<file path="src/rtl/comparator_serial_lsb.sv">
// Bit-serial LSB-first unsigned magnitude comparator.
// A WIDTH-beat frame yields a greater/greater/equal result that is held under a valid/ready handshake.
module comparator_serial_lsb #(
  parameter int WIDTH = 8,
  localparam int CNTW = $clog2(WIDTH + 1)
) (
  input  logic            clk,
  input  logic            rst_n,
  input  logic            en,
  input  logic            clr,
  input  logic            bit_valid,
  output logic            bit_ready,
  input  logic            in1_bit,
  input  logic            in2_bit,
  output logic            res_valid,
  input  logic            res_ready,
  output logic            in1_greater,
  output logic            in2_greater,
  output logic            equal,
  output logic [CNTW-1:0] beat_cnt
);

  localparam logic [0:0] S_COLLECT = 1'b0;
  localparam logic [0:0] S_DONE    = 1'b1;

  localparam logic [CNTW-1:0] LAST_BEAT = CNTW'(WIDTH - 1);

  logic [0:0]      state_q, state_d;
  logic [CNTW-1:0] cnt_q, cnt_d;
  logic            g1_q, g1_d;
  logic            g2_q, g2_d;
  logic            accept;

  // rst_n gates bit_ready so nothing looks acceptable while reset is held.
  assign bit_ready = rst_n & en & (state_q == S_COLLECT) & ~clr;
  assign accept    = bit_valid & bit_ready;

  always_comb begin
    state_d = state_q;
    cnt_d   = cnt_q;
    g1_d    = g1_q;
    g2_d    = g2_q;
    if (clr) begin
      state_d = S_COLLECT;
      cnt_d   = '0;
      g1_d    = 1'b0;
      g2_d    = 1'b0;
    end else if (state_q == S_DONE) begin
      if (res_ready) begin
        state_d = S_COLLECT;
        cnt_d   = '0;
        g1_d    = 1'b0;
        g2_d    = 1'b0;
      end
    end else if (accept) begin
      // A later (more significant) differing bit overrides any earlier decision.
      if (in1_bit != in2_bit) begin
        g1_d = in1_bit;
        g2_d = in2_bit;
      end
      cnt_d = cnt_q + 1'b1;
      if (cnt_q == LAST_BEAT) begin
        state_d = S_DONE;
      end
    end
  end

  always_ff @(posedge clk or negedge rst_n) begin
    if (!rst_n) begin
      state_q <= S_COLLECT;
      cnt_q   <= '0;
      g1_q    <= 1'b0;
      g2_q    <= 1'b0;
    end else begin
      state_q <= state_d;
      cnt_q   <= cnt_d;
      g1_q    <= g1_d;
      g2_q    <= g2_d;
    end
  end

  assign res_valid   = (state_q == S_DONE);
  assign in1_greater = res_valid & g1_q;
  assign in2_greater = res_valid & g2_q;
  assign equal       = res_valid & ~g1_q & ~g2_q;
  assign beat_cnt    = cnt_q;

endmodule

</file>
<file path="config.mk">
export PLATFORM = sky130hd
export DESIGN_NAME = comparator_serial_lsb
export DESIGN_NICKNAME = d
export VERILOG_FILES = /design/src/rtl/comparator_serial_lsb.sv
export SDC_FILE = /design/constraint.sdc
export NUM_CORES = 1
export LEC_CHECK = 0
export ABC_AREA = 0
export CAP_MARGIN = 20
export CORE_MARGIN = 2
export CORE_UTILIZATION = 24
export DETAILED_ROUTE_END_ITERATION = 8
export PLACE_DENSITY_LB_ADDON = 0.08
export REMOVE_ABC_BUFFERS = 1
export SLEW_MARGIN = 20
export SYNTH_ARGS = -nofsm -noshare
export SYNTH_HDL_FRONTEND = slang
export SYNTH_SLANG_ARGS = --single-unit
</file>
<file path="constraint.sdc">
create_clock -name clk -period 1.2 [get_ports clk]
set_clock_uncertainty 0.1 [all_clocks]
set_input_delay 0.18 -clock clk [delete_from_list [all_inputs] [get_ports clk]]
set_output_delay 0.18 -clock clk [all_outputs]
set_load 0.01 [all_outputs]
</file>
==> reports/metrics.cfg <==
[run_status]
outcome=finished, violations left
violations=negative setup slack

[power]
ir_worst_vdd_mv=0.392
power.density_nw_per_um2=709
power_mw=0.632
power_leakage_nw=0.396

[finish]
areaGrowthSynthToFinish_pct=95.9
final_common_cell=buf_4
final_core_util_pct=50.6
drive_above_1_share_pct=54.1
final_cell_mix=buf_4, buf_6, dfrtp_1, clkdlybuf4s50_1, clkbuf_4
nNetsFinal=95
fin_area_um2=892
fillCellCount=184
insertedDiodeCount=0

[grt]
use_met2_pct=26.5
grt_pass1_vias=514
busiest_layer=met2
grtUsageMet3_pct=3.77
gr-usage-met1_pct=17.7
grt_pass1_wl_um=2320
grt_antenna_before_repair=0
grt_usage_pct=15.4
grt_max_degree=9
grt_overflow=0

[worst_setup_path]
critPathBufInv=1
endpoint_kind=output port
worst-setup-path-type=register to output port
cp.arrival_ns=1.09
crit_slowest_cell=dfrtp_1
worstPathRequired_ns=0.92
slowest_delay_ns=0.39
worstSetupStartpointType=register
crit_path_max_fanout=2
crit_family=flip-flops
worstPathCellList=and4bb_4 > buf_6

[die]
start_util_pct=25.8
io_pins=17
rows=15
die_h_um=47.6
core_um2=1760
die_w_um=47.6
dieArea_um2=2260

[yosys]
synth_xor_xnor_area_share_pct=1.92
synth_top_family_by_area=simple AND/OR/NAND/NOR gates
ys_ff_latch=7
synth-compound-area-share_pct=19.5
synth.avg_cell_area_um2=10.1
yosys.area_share.simple_pct=32.4
yosys_warnings=0
synthCells=45
synth_seq_area_share_pct=38.5
synthAdderAreaFrac_pct=2.75
syn_area_um2=455
synth_edf_count=0
ys_types=27
synth_top_flop_cell=dfrtp_1
synthArstFlopShare_pct=100
synth_mux_area_share_pct=0

[clock_tree]
ctsHtreeMaxLevel=1
ctsRootBufferMaster=clkbuf_4
numCtsBuffers=3
clk_latency_ns=0.26
cts_tree=done
cts.path.max_buffers=2
cts_hold_buf=0
clk_pin_slew_ns=0.06
cts.sinks=7

[place]
io_buffers=16
post-place-ws_ns=-0.524
dp_hpwl_um=934
placed_cell_area_um2=756
gp_congestion=0.747

[flow_run]
drv.max_cap_violation_count=0

[timing]
min_period_ns=1.37
rsz0062_at_grt=true
hold_viol_final=0
setup_viol=12
fin_ws_ns=-0.173
slew_violations=0
period_share_pct=114
maxSlewHeadroom_pct=80.8
max_clock_freq_mhz=728
tightest_slew_ns=0.287

[detailed_routing]
wl_um=1400
vias_per_cell=4.51
drtPass1Iterations=4
route.detailed.drc=0
vias=496
antenna_left=0
drt-initial-drc-count=7
post_drt_wl_per_cell_um=12.7

[worst_hold_path]
hp-class=primary input to asynchronous set/reset pin

cell families after synthesis:
logic type                 Yosys count
and+or+nand+nor                     20
AOI/OAI and AO/OA                   12
DFF                                  7
buffers and inverters                4
adders and majority gates            1
xor gates and xnor gates             1
registers in the layout, indices dropped and copies added (netlist names):
| signal | cells |
|---|---|
| g1_q | 1 |
| g2_q | 1 |
| beat_cnt | 4 |
| res_valid | 1 |
timing repair:
action	4_1_cts	5_1_grt
setup endpoints to repair	16	16
setup buffers	5	0
cloned	0	0
pin swaps	7	6
resized for setup	40	14
cells in the mapped netlist, types with 2 or more instances:
library cell,count,share of area [%]
inv_1,3,2.5
a21oi_1,2,2.2
a32oi_1,2,3.8
and2_1,2,2.7
dfrtp_1,7,38
o22ai_1,2,2.7
o21ai_0,2,2.2
nor3_1,2,2.2
nand3_1,4,4.4
nand2_1,2,1.6
final timing paths:
check | endpoint | cells after the start | start | slack [ns]
setup / recovery | bit_ready | 2 | res_valid$_DFF_PN0_ | -0.17
hold / removal | g1_q$_DFFE_PN0P_ | 2 | rst_n | 0.16
setup reg to reg | g2_q$_DFFE_PN0P_ | 5 | res_valid$_DFF_PN0_ | -0.16
hold reg to reg | res_valid$_DFF_PN0_ | 2 | beat_cnt[3]$_DFFE_PN0P_ | 0.48
max in group asynchronous | beat_cnt[2]$_DFFE_PN0P_ | 2 | rst_n | 0.70
min in group clk | res_valid$_DFF_PN0_ | 2 | beat_cnt[3]$_DFFE_PN0P_ | 0.48
layer usage:
metal	vias up	routed length, um
met5	-	0
met4	0	8
met2	14	674
li1	254	-
met3	2	99
met1	226	617
area by class of cell:
cell class                      instances  area, um^2  area share [%]
Clock buffer                            4        26.3            2.95
Inverter                                3        11.3            1.26
Multi-Input combinational cell         34         324            36.3
Sequential cell                         7         175            19.6
Tap cell                               25        31.3            3.51
Timing Repair Buffer                   37         324            36.3
power by group:
| group | switching, mW | internal, mW | leakage [nW] |
|---|---|---|---|
| registers | 0.00599 | 0.244 | 0.0968 |
| logic | 0.0697 | 0.0840 | 0.284 |
| clock network | 0.101 | 0.128 | 0.0150 |
| total | 0.177 | 0.456 | 0.396 |
metrics by stage:
stage	hold slack [ns]	instances	setup TNS [ns]
2_1_floorplan	-0.216	44	-0.463
3_3_place_gp	0.442	101	-3.75
3_5_place_dp	0.438	101	-3.68
4_1_cts	0.163	110	-1.56
5_1_grt	0.166	110	-2.11
6_report	0.159	110	-1.44
worst register-to-register path, cell delays in order (launching register included):
cell and delay, ns:
dfrtp_1 0.39, buf_6 0.13, buf_6 0.13, nand4b_4 0.20
a21oi_1 0.16, o221ai_1 0.13
(Power assumes the default switching activity.)
